<file path="src/rtl/mdu_if.sv">
// Request/result bundle between an issuing pipeline and the multiply/divide unit.
// The issuer holds the master view and the MDU holds the slave view.
interface mdu_if #(
    parameter int WIDTH = 32
);
    logic             start;
    logic [1:0]       op;
    logic [WIDTH-1:0] a;
    logic [WIDTH-1:0] b;
    logic             cancel;
    logic             busy;
    logic             done;
    logic [WIDTH-1:0] hi;
    logic [WIDTH-1:0] lo;
    logic             div_zero;

    modport master (
        output start, op, a, b, cancel,
        input  busy, done, hi, lo, div_zero
    );

    modport slave (
        input  start, op, a, b, cancel,
        output busy, done, hi, lo, div_zero
    );
endinterface

</file>
<file path="src/rtl/mdu.sv">
// Iterative signed/unsigned multiply-divide unit; MDU_FAST_MULT_EN swaps the shift-add multiply for one registered multiply.
// Latency WIDTH+2 cycles start-to-done (2 for fast multiply); start is ignored while busy, cancel flushes without done.
module mdu #(
    parameter int WIDTH = 32
) (
    input  logic clk,
    input  logic rst,
    mdu_if.slave bus
);
    localparam int                   CW       = $clog2(WIDTH);
    localparam logic [CW-1:0]        CNT_LAST = CW'(WIDTH - 1);
    localparam logic [CW-1:0]        CNT_ONE  = CW'(1);
    localparam logic [WIDTH-1:0]     ONE_W    = WIDTH'(1);
    localparam logic [2*WIDTH-1:0]   ONE_2W   = (2*WIDTH)'(1);

    typedef enum logic [1:0] {
        IDLE = 2'd0,
        CALC = 2'd1,
        FIX  = 2'd2
    } state_t;

    state_t           r_state;
    state_t           w_state_nxt;
    logic [CW-1:0]    r_cnt;
    logic             r_is_div;
    logic             r_neg_lo;
    logic             r_neg_hi;
    logic             r_bzero;
    logic [WIDTH-1:0] r_a;
    logic [WIDTH-1:0] r_bmag;
    logic [WIDTH-1:0] r_hi;
    logic [WIDTH-1:0] r_lo;
    logic [WIDTH-1:0] r_res_hi;
    logic [WIDTH-1:0] r_res_lo;
    logic             r_done;
    logic             r_div_zero;

    logic             w_busy;
    logic             w_accept;
    logic             w_fix_fire;
    logic             w_fast_in;
    logic             w_signed_in;
    logic             w_a_neg;
    logic             w_b_neg;
    logic [WIDTH-1:0] w_amag;
    logic [WIDTH-1:0] w_bmag;

    logic [WIDTH:0]     w_mul_sum;
    logic [WIDTH:0]     w_rem_sh;
    logic [WIDTH-1:0]   w_rem_diff;
    logic               w_rem_ge;
    logic [2*WIDTH-1:0] w_prod_raw;
    logic [2*WIDTH-1:0] w_prod_fix;
    logic [WIDTH-1:0]   w_quo_fix;
    logic [WIDTH-1:0]   w_rem_fix;
    logic [WIDTH-1:0]   w_fin_hi;
    logic [WIDTH-1:0]   w_fin_lo;

    // Operands are reduced to magnitudes at issue; signs are reapplied in FIX.
    assign w_signed_in = ~bus.op[0];
    assign w_a_neg     = w_signed_in & bus.a[WIDTH-1];
    assign w_b_neg     = w_signed_in & bus.b[WIDTH-1];
    assign w_amag      = w_a_neg ? (~bus.a + ONE_W) : bus.a;
    assign w_bmag      = w_b_neg ? (~bus.b + ONE_W) : bus.b;

`ifdef MDU_FAST_MULT_EN
    assign w_fast_in = ~bus.op[1];
`else
    assign w_fast_in = 1'b0;
`endif

    always_ff @(posedge clk) begin
        if (rst) begin
            r_state <= IDLE;
        end else begin
            r_state <= w_state_nxt;
        end
    end

    always_comb begin
        w_state_nxt = r_state;
        w_busy      = 1'b0;
        w_accept    = 1'b0;
        w_fix_fire  = 1'b0;
        case (r_state)
            IDLE: begin
                if (bus.start && !bus.cancel) begin
                    w_accept    = 1'b1;
                    w_state_nxt = w_fast_in ? FIX : CALC;
                end
            end
            CALC: begin
                w_busy = 1'b1;
                if (bus.cancel) begin
                    w_state_nxt = IDLE;
                end else if (r_cnt == CNT_LAST) begin
                    w_state_nxt = FIX;
                end
            end
            FIX: begin
                w_busy      = 1'b1;
                w_state_nxt = IDLE;
                w_fix_fire  = ~bus.cancel;
            end
            default: begin
                w_state_nxt = IDLE;
            end
        endcase
    end

    // r_hi/r_lo hold {partial product, multiplier} or {remainder, dividend->quotient}.
    assign w_mul_sum  = {1'b0, r_hi} + (r_lo[0] ? {1'b0, r_bmag} : '0);
    assign w_rem_sh   = {r_hi, r_lo[WIDTH-1]};
    assign w_rem_ge   = (w_rem_sh >= {1'b0, r_bmag});
    assign w_rem_diff = w_rem_sh[WIDTH-1:0] - r_bmag;

`ifdef MDU_FAST_MULT_EN
    assign w_prod_raw = {{WIDTH{1'b0}}, r_lo} * {{WIDTH{1'b0}}, r_bmag};
`else
    assign w_prod_raw = {r_hi, r_lo};
`endif

    assign w_prod_fix = r_neg_lo ? (~w_prod_raw + ONE_2W) : w_prod_raw;
    assign w_quo_fix  = r_neg_lo ? (~r_lo + ONE_W) : r_lo;
    assign w_rem_fix  = r_neg_hi ? (~r_hi + ONE_W) : r_hi;

    // Most-negative / -1 needs no special case: the quotient magnitude 2^(WIDTH-1) stays positive.
    always_comb begin
        w_fin_hi = w_prod_fix[2*WIDTH-1:WIDTH];
        w_fin_lo = w_prod_fix[WIDTH-1:0];
        if (r_is_div) begin
            if (r_bzero) begin
                w_fin_hi = r_a;
                w_fin_lo = '1;
            end else begin
                w_fin_hi = w_rem_fix;
                w_fin_lo = w_quo_fix;
            end
        end
    end

    always_ff @(posedge clk) begin
        if (rst) begin
            r_cnt      <= '0;
            r_is_div   <= 1'b0;
            r_neg_lo   <= 1'b0;
            r_neg_hi   <= 1'b0;
            r_bzero    <= 1'b0;
            r_a        <= '0;
            r_bmag     <= '0;
            r_hi       <= '0;
            r_lo       <= '0;
            r_res_hi   <= '0;
            r_res_lo   <= '0;
            r_done     <= 1'b0;
            r_div_zero <= 1'b0;
        end else begin
            r_done     <= w_fix_fire;
            r_div_zero <= w_fix_fire & r_is_div & r_bzero;
            if (w_fix_fire) begin
                r_res_hi <= w_fin_hi;
                r_res_lo <= w_fin_lo;
            end
            if (w_accept) begin
                r_cnt    <= '0;
                r_is_div <= bus.op[1];
                r_neg_lo <= w_a_neg ^ w_b_neg;
                r_neg_hi <= w_a_neg;
                r_bzero  <= (bus.b == '0);
                r_a      <= bus.a;
                r_bmag   <= w_bmag;
                r_hi     <= '0;
                r_lo     <= w_amag;
            end else if (r_state == CALC) begin
                r_cnt <= r_cnt + CNT_ONE;
                if (r_is_div) begin
                    r_hi <= w_rem_ge ? w_rem_diff : w_rem_sh[WIDTH-1:0];
                    r_lo <= {r_lo[WIDTH-2:0], w_rem_ge};
                end else begin
                    r_hi <= w_mul_sum[WIDTH:1];
                    r_lo <= {w_mul_sum[0], r_lo[WIDTH-1:1]};
                end
            end
        end
    end

    assign bus.busy     = w_busy;
    assign bus.done     = r_done;
    assign bus.hi       = r_res_hi;
    assign bus.lo       = r_res_lo;
    assign bus.div_zero = r_div_zero;
endmodule

</file>
<file path="src/flat_wrapper.sv">
// flat-port wrapper written by rule: the top's interface ports become plain ports
module mdu_flat 
#(
    parameter int WIDTH = 32
)
  (clk, rst, bus_start, bus_op, bus_a, bus_b, bus_cancel, bus_busy, bus_done, bus_hi, bus_lo, bus_div_zero);
  mdu_if #(.WIDTH(WIDTH)) bus_i ();
  input  logic clk;
  input  logic rst;
  input wire logic [$bits(bus_i.start)-1:0] bus_start;
  input wire logic [$bits(bus_i.op)-1:0] bus_op;
  input wire logic [$bits(bus_i.a)-1:0] bus_a;
  input wire logic [$bits(bus_i.b)-1:0] bus_b;
  input wire logic [$bits(bus_i.cancel)-1:0] bus_cancel;
  output wire logic [$bits(bus_i.busy)-1:0] bus_busy;
  output wire logic [$bits(bus_i.done)-1:0] bus_done;
  output wire logic [$bits(bus_i.hi)-1:0] bus_hi;
  output wire logic [$bits(bus_i.lo)-1:0] bus_lo;
  output wire logic [$bits(bus_i.div_zero)-1:0] bus_div_zero;
  assign bus_i.start = bus_start;
  assign bus_i.op = bus_op;
  assign bus_i.a = bus_a;
  assign bus_i.b = bus_b;
  assign bus_i.cancel = bus_cancel;
  assign bus_busy = bus_i.busy;
  assign bus_done = bus_i.done;
  assign bus_hi = bus_i.hi;
  assign bus_lo = bus_i.lo;
  assign bus_div_zero = bus_i.div_zero;
  mdu #(.WIDTH(WIDTH)) u_core (.clk(clk), .rst(rst), .bus(bus_i));
endmodule
</file>
<file path="config.mk">
export PLATFORM = sky130hd
export DESIGN_NAME = mdu_flat
export DESIGN_NICKNAME = d
export VERILOG_FILES = /design/src/rtl/mdu_if.sv /design/src/rtl/mdu.sv /design/src/flat_wrapper.sv
export SDC_FILE = /design/constraint.sdc
export NUM_CORES = 1
export LEC_CHECK = 0
export ABC_AREA = 1
export ABC_CLOCK_PERIOD_IN_PS = 2750
export BUFFER_PORTS_ARGS = -buffer_cell sky130_fd_sc_hd__buf_2
export CORE_AREA = 10 10 185 187
export CTS_CLUSTER_SIZE = 28
export DETAILED_ROUTE_END_ITERATION = 10
export DIE_AREA = 0 0 195 197
export GPL_ROUTABILITY_DRIVEN = 0
export MAX_ROUTING_LAYER = met4
export PLACE_DENSITY = 0.79
export SLEW_MARGIN = 10
export SYNTH_ARGS = -nofsm -noshare
export SYNTH_HDL_FRONTEND = slang
export SYNTH_SLANG_ARGS = --single-unit
</file>
<file path="constraint.sdc">
create_clock -name clk -period 2.75 [get_ports clk]
set_input_delay 0.55 -clock clk [delete_from_list [all_inputs] [get_ports clk]]
set_output_delay 0.55 -clock clk [all_outputs]
set_load 0.05 [all_outputs]
</file>
Yosys cells after proc, flatten, opt, wreduce, memory -nomap -nowiden

Cells that the tools add are included.

Output and inout bits: 67
Register bits: 205
Word-level logic and storage cells: 71
Input port bits: 70

$lt $le $gt $ge: 1
Add/sub/neg operators: 8
Bitwise gates (word level): 12
Eq/ne operators: 5
Reductions and logical operators: 8
Mux-type cells: 23

Operators with widths:

| kind                                                   | count |
|---|---|
| 2-to-1 mux 32 bit                                      | 14 |
| adder 32 x 1 -> 32 bit (second input constant)         | 4 |
| NOT 32 bit                                             | 4 |
| adder 64 x 1 -> 64 bit (second input constant)         | 1 |
| 2-to-1 mux 64 bit                                      | 1 |
| NOT 64 bit                                             | 1 |
| adder 32 x 33 -> 33 bit                                | 1 |
| greater-or-equal comparator 33 x 32 -> 1 bit           | 1 |
| zero test 32 bit                                       | 1 |
| subtractor 32 bit                                      | 1 |
| 2-to-1 mux 2 bit                                       | 3 |
| adder 5 x 1 -> 5 bit (second input constant)           | 1 |
| == test 5 bit (second input constant)                  | 1 |
| bitwise AND 1 bit                                      | 4 |
| 2-to-1 mux 1 bit                                       | 4 |
| case mux 2 bit (2 select lines)                        | 1 |
| OR reduction 2 bit                                     | 2 |
| inequality test 3 x 2 -> 1 bit (second input constant) | 1 |
| == test 2 x 1 -> 1 bit (second input constant)         | 1 |
| == test 2 bit (second input constant)                  | 1 |
| zero test 2 bit                                        | 1 |
| inequality test 2 x 1 -> 1 bit (second input constant) | 1 |
| NOT 1 bit                                              | 2 |
| AND reduction 2 bit                                    | 1 |
| other kinds (4)                                        | 4 |

Logic depth before layout (Yosys ltp)

Depth in word-level cells: 5
Gate-level depth with buffers: 20
Gate-level depth less buffers: 18

Worst setup path before layout

OpenSTA, ideal clock, no wires.

Path type: flip-flop to flip-flop
Start point: reg u_core.r_lo[0]
End point: reg u_core.r_hi[13]
Path slack: 0.260 ns
Data arrival time: 2.381 ns
Library setup time: 0.109 ns
Period minus slack after synthesis: 2.490 ns
Stages on the path, launching flop included: 18
Data required time: 2.641 ns
Buffers on the path: 2
Cell sequence: dfxtp_1 -> buf_2 -> clkbuf_1 -> nand2_1 -> inv_1 -> ha_1 -> fa_1 -> nand3_1 -> nand3_1 -> nand2_1 -> nand2_1 -> nand3_1 -> nand2_1 -> or2_2 -> a21oi_1 -> nand3_1 -> nand2_1 -> inv_1

Cells in the longest elaborated chain, start to end: 3

RTL lines:

| element                  | RTL line   | source |
|---|---|---|
| start: declaration       | mdu.sv:32  | `logic [WIDTH-1:0] r_lo;` |
| start signal: assignment | mdu.sv:173 | `r_lo <= w_amag;` |
| start signal: assignment | mdu.sv:178 | `r_lo <= {r_lo[WIDTH-2:0], w_rem_ge};` |
| start signal: assignment | mdu.sv:181 | `r_lo <= {w_mul_sum[0], r_lo[WIDTH-1:1]};` |
| 2-to-1 mux 32 bit        | mdu.sv:112 | `assign w_mul_sum = {1'b0, r_hi} + (r_lo[0] ? {1'b0, r_bmag} : '0);` |
| adder 32 x 33 -> 33 bit  | mdu.sv:112 |  |
| 2-to-1 mux 32 bit        | mdu.sv:176 | `if (r_is_div) begin` |
| end signal: assignment   | mdu.sv:177 | `r_hi <= w_rem_ge ? w_rem_diff : w_rem_sh[WIDTH-1:0];` |
| end signal: assignment   | mdu.sv:180 | `r_hi <= w_mul_sum[WIDTH:1];` |
| end: declaration         | mdu.sv:31  | `logic [WIDTH-1:0] r_hi;` |

Every way passes these cells.
A chain may end at the register's enable or synchronous reset.

Worst setup path after layout

Start point: reg u_core.r_lo[0]
End point: reg u_core.r_res_hi[25] (netlist: u_core.bus.hi[25])

Cells in the longest elaborated chain, start to end: 4

RTL lines:

| element                | RTL line   | source |
|---|---|---|
| NOT 64 bit             | mdu.sv:123 | `assign w_prod_fix = r_neg_lo ? (~w_prod_raw + ONE_2W) : w_prod_raw;` |
| adder 64 x 1 -> 64 bit | mdu.sv:123 |  |
| 2-to-1 mux 64 bit      | mdu.sv:123 |  |
| 2-to-1 mux 32 bit      | mdu.sv:131 | `if (r_is_div) begin` |
| end signal: assignment | mdu.sv:161 | `r_res_hi <= w_fin_hi;` |
| end: declaration       | mdu.sv:33  | `logic [WIDTH-1:0] r_res_hi;` |

Every way passes these cells.

==> metrics <==
I/O Buffers 136; VDD IR-drop max 0.5898 mV; Slowest cell on crit path o21ai_1; status finished with violations; post-route minimum period 2.668 ns; PD cells 613.5 mW/mm2; Non-Filler Instances 3715; Layout Area Growth over Synthesis 13.00%; Initial DRT Pass Iterations 11; Post-synth top cells nand2_1, inv_1, nor2_1; H-Tree Depth 1; Placed Cells 3665; kind of start point of the critical path flip-flop; initial core utilization 0.5966; final hold violation count 0; drt wl/cell 20.20 um; Clock Sinks 205; Post-synth EDFFs 0; fin area 0.02051 mm2; register area 0.004120 mm2; CTS tree done; combinational share of power 0.444; worst r2r src u_core.r_lo[0]$_SDFFE_PP0P_; CP Depth 12; core footprint 0.03043 mm2; post-DP HPWL 56.44 mm; area of the die 0.03842 mm2; slew margin rel. 0.3595; Synth cell types 58; GRT Overall Usage 0.3761; multi-input logic area 0.01184 mm2; Worst Hold Endpoint u_core.r_is_div$_SDFFE_PP0P_; clock buffer depth 3; R2R depth 12; layout cell share with drive strength beyond 1 0.1034; FILL cells 2857; post-synthesis register bit count 205; Layout Nets 3446; clock skew 0.01110 ns; WP data arrival 3.13 ns; WL final 75.05 mm; Async SR Flop Fraction 0; Critical Path Max Stage Delay 0.44 ns; data required time at the worst endpoint 3.21 ns; syn nets 3318; Flop pwr share 0.280; worst hold stages 3; fmax 0.3748 GHz; Tcrit/Tclk final 0.9703; reg-to-reg endpoint u_core.bus.hi[25]$_SDFFE_PP0P_; Fin Setup TNS 0 ns; antenna-violating nets left 0; largest net degree at the start of global routing 90; Die Ht 197 um; P_int 6.995 mW; clock transition at the registers of the reported paths 0.06 ns; switching share of power 0.4442; setup slack, reg-to-reg 0.08 ns; Finish-stage setup viols 0; Synth Flop Type dfxtp_1; Yosys top cell area share 0.2261; via/cell ratio 6.162; CTS Buf Count 24; Post-Syn Instances 3173; placed inst area 0.01953 mm2; clock power share 0.276; # rows 64; nature of the critical path endpoint flip-flop; Clk Latency, worst-skew pair 0.54 ns; count leader, synth nand2_1; worst hold-check path type input port to flip-flop; Seq/Total Area, Yosys 0.2261; vias in the first global route 21030; Most common cell on crit path nand2_1; synth warn 0; Setup CP Type flip-flop to flip-flop; initial antenna violation count 1; hold buffer count at cts 0; synthesized area 0.01815 mm2; root buffer cell clkbuf_16; Power Total 12.59 mW; Final Slew Violations 0; cell class contributing the biggest share of worst-path delay simple AND/OR/NAND/NOR gates; violated checks design-rule violations; top cell type by total area after synthesis dfxtp_1; Area contributors post-synth dfxtp_1, nand2_1, inv_1, nand3_1, a21oi_1; RSZ-0062 raised after global routing no; CP Buf/Inv Count 2; initial DRC count 3365; worst-margin pin slew 0.9594 ns; crit path cell chain clkbuf_16 -> inv_2 -> nand3_2 -> nor2_2 -> nand2_1 -> nor2_1 -> nand2_1 -> o21ai_1 -> nand2_1 -> nand2_1 -> nand3_1 -> a21oi_1; io pins 137; Via Count 22890; Horiz. Die Dim 195 um; first-pass GRT wire length 113.8 mm; Synth Area per Inst 5.721 um2; Remaining DRCs 1; GRT Residual Overflow 0; crit-path max FO 15; sw power 5.590 mW; Max Cap Viol 0; Hold Startpoint bus_op[1]; leakage dissipation 10.53 nW
-- per-layer routing --
metal / up-vias / wire, um / track usage
met4: 0 / 7029 / 0.2876
met3: 476 / 9896 / 0.08350
met1: 10160 / 25860 / 0.4250
li1: 10590 / - / -
met5: - / 0 / -
met2: 1671 / 32260 / 0.5738
-- state kept, by name, summed over array words and instances, names as in the netlist --
register	count
u_core.bus.div_zero	1
u_core.bus.done	1
u_core.bus.hi	32
u_core.bus.lo	32
u_core.r_a	32
u_core.r_bmag	32
u_core.r_bzero	1
u_core.r_cnt	5
u_core.r_hi	32
u_core.r_is_div	1
u_core.r_lo	32
u_core.r_neg_hi	1
u_core.r_neg_lo	1
u_core.r_state	2
-- cell type report --
class,instances,share of cell area
clock buffer,33,0.03440
inverter,478,0.08789
multi-input combinational,2373,0.5771
timing repair buffer,219,0.06868
clock inverter,10,0.006770
antenna,1,0.0001220
sequential,205,0.2009
tap,396,0.02415
-- power groups by stage --
stage	clock network, mW	registers, mW	logic, mW
final	3.47	3.52	5.59
after global routing	3.58	3.54	6.03
after floorplan	0	3.78	3.39
after CTS	3.46	3.49	5.25
after detailed placement	0	3.55	5.22
after global placement	0	3.55	5.14
-- through the flow --
step | util | hold WS [ns] | setup slack, ns
3_5_place_dp | 0.6418 | 0.4477 | 0.05195
4_1_cts | 0.6696 | 0.2316 | 0.01873
6_report | 0.6741 | 0.2377 | 0.08160
2_1_floorplan | - | 0.4197 | 0.2600
3_3_place_gp | 0.6418 | 0.4390 | 0.07234
5_1_grt | 0.6741 | 0.2442 | 0.002418
-- cells in the final DEF, fill, tap and decap left out, drive strengths merged, types with 19 or more instances in the layout --
cell type	count
nor3	44
xor2	45
a21oi	254
o22ai	20
inv	474
ha	73
dfxtp	205
nor2	325
o211ai	27
nand2	883
nand4	45
clkbuf	34
a211oi	19
buf	218
o21ai	259
nand3	262
a31oi	20
-- worst max path at each step --
stage	start	slack, ns	endpoint
2_1_floorplan	u_core.r_lo[0]$_SDFFE_PP0P_	0.26	u_core.r_hi[13]$_SDFFE_PP0P_
3_3_place_gp	u_core.r_bmag[20]$_SDFFE_PP0P_	0.07	u_core.r_hi[13]$_SDFFE_PP0P_
3_5_place_dp	u_core.r_bmag[20]$_SDFFE_PP0P_	0.05	u_core.r_hi[11]$_SDFFE_PP0P_
4_1_cts	u_core.r_bmag[20]$_SDFFE_PP0P_	0.02	u_core.r_hi[5]$_SDFFE_PP0P_
5_1_grt	u_core.r_bmag[20]$_SDFFE_PP0P_	0.002	u_core.r_hi[8]$_SDFFE_PP0P_
6_report	u_core.r_lo[0]$_SDFFE_PP0P_	0.08	u_core.bus.hi[25]$_SDFFE_PP0P_
-- worst register-to-register path: stages (launching register included) --
cell,delay (ns)
dfxtp_2,0.39
clkbuf_16,0.22
inv_2,0.10
nand3_2,0.12
nor2_2,0.17
nand2_1,0.17
nor2_1,0.32
nand2_1,0.19
o21ai_1,0.44
nand2_1,0.10
nand2_1,0.08
nand3_1,0.12
a21oi_1,0.18
-- what timing repair did --
action	in CTS	in global routing
gates resized for setup	0	27
buffers inserted	0	4
endpoints found under the setup margin	0	34
-- logic make-up after synthesis --
logic type,synth area share
DFF,0.2261
and+or+nand+nor,0.3741
buffers and inverters,0.1252
adders and majority gates,0.05252
AOI/OAI and AO/OA,0.1970
xor gates and xnor gates,0.02509
Power figures use the tool's default switching activity.
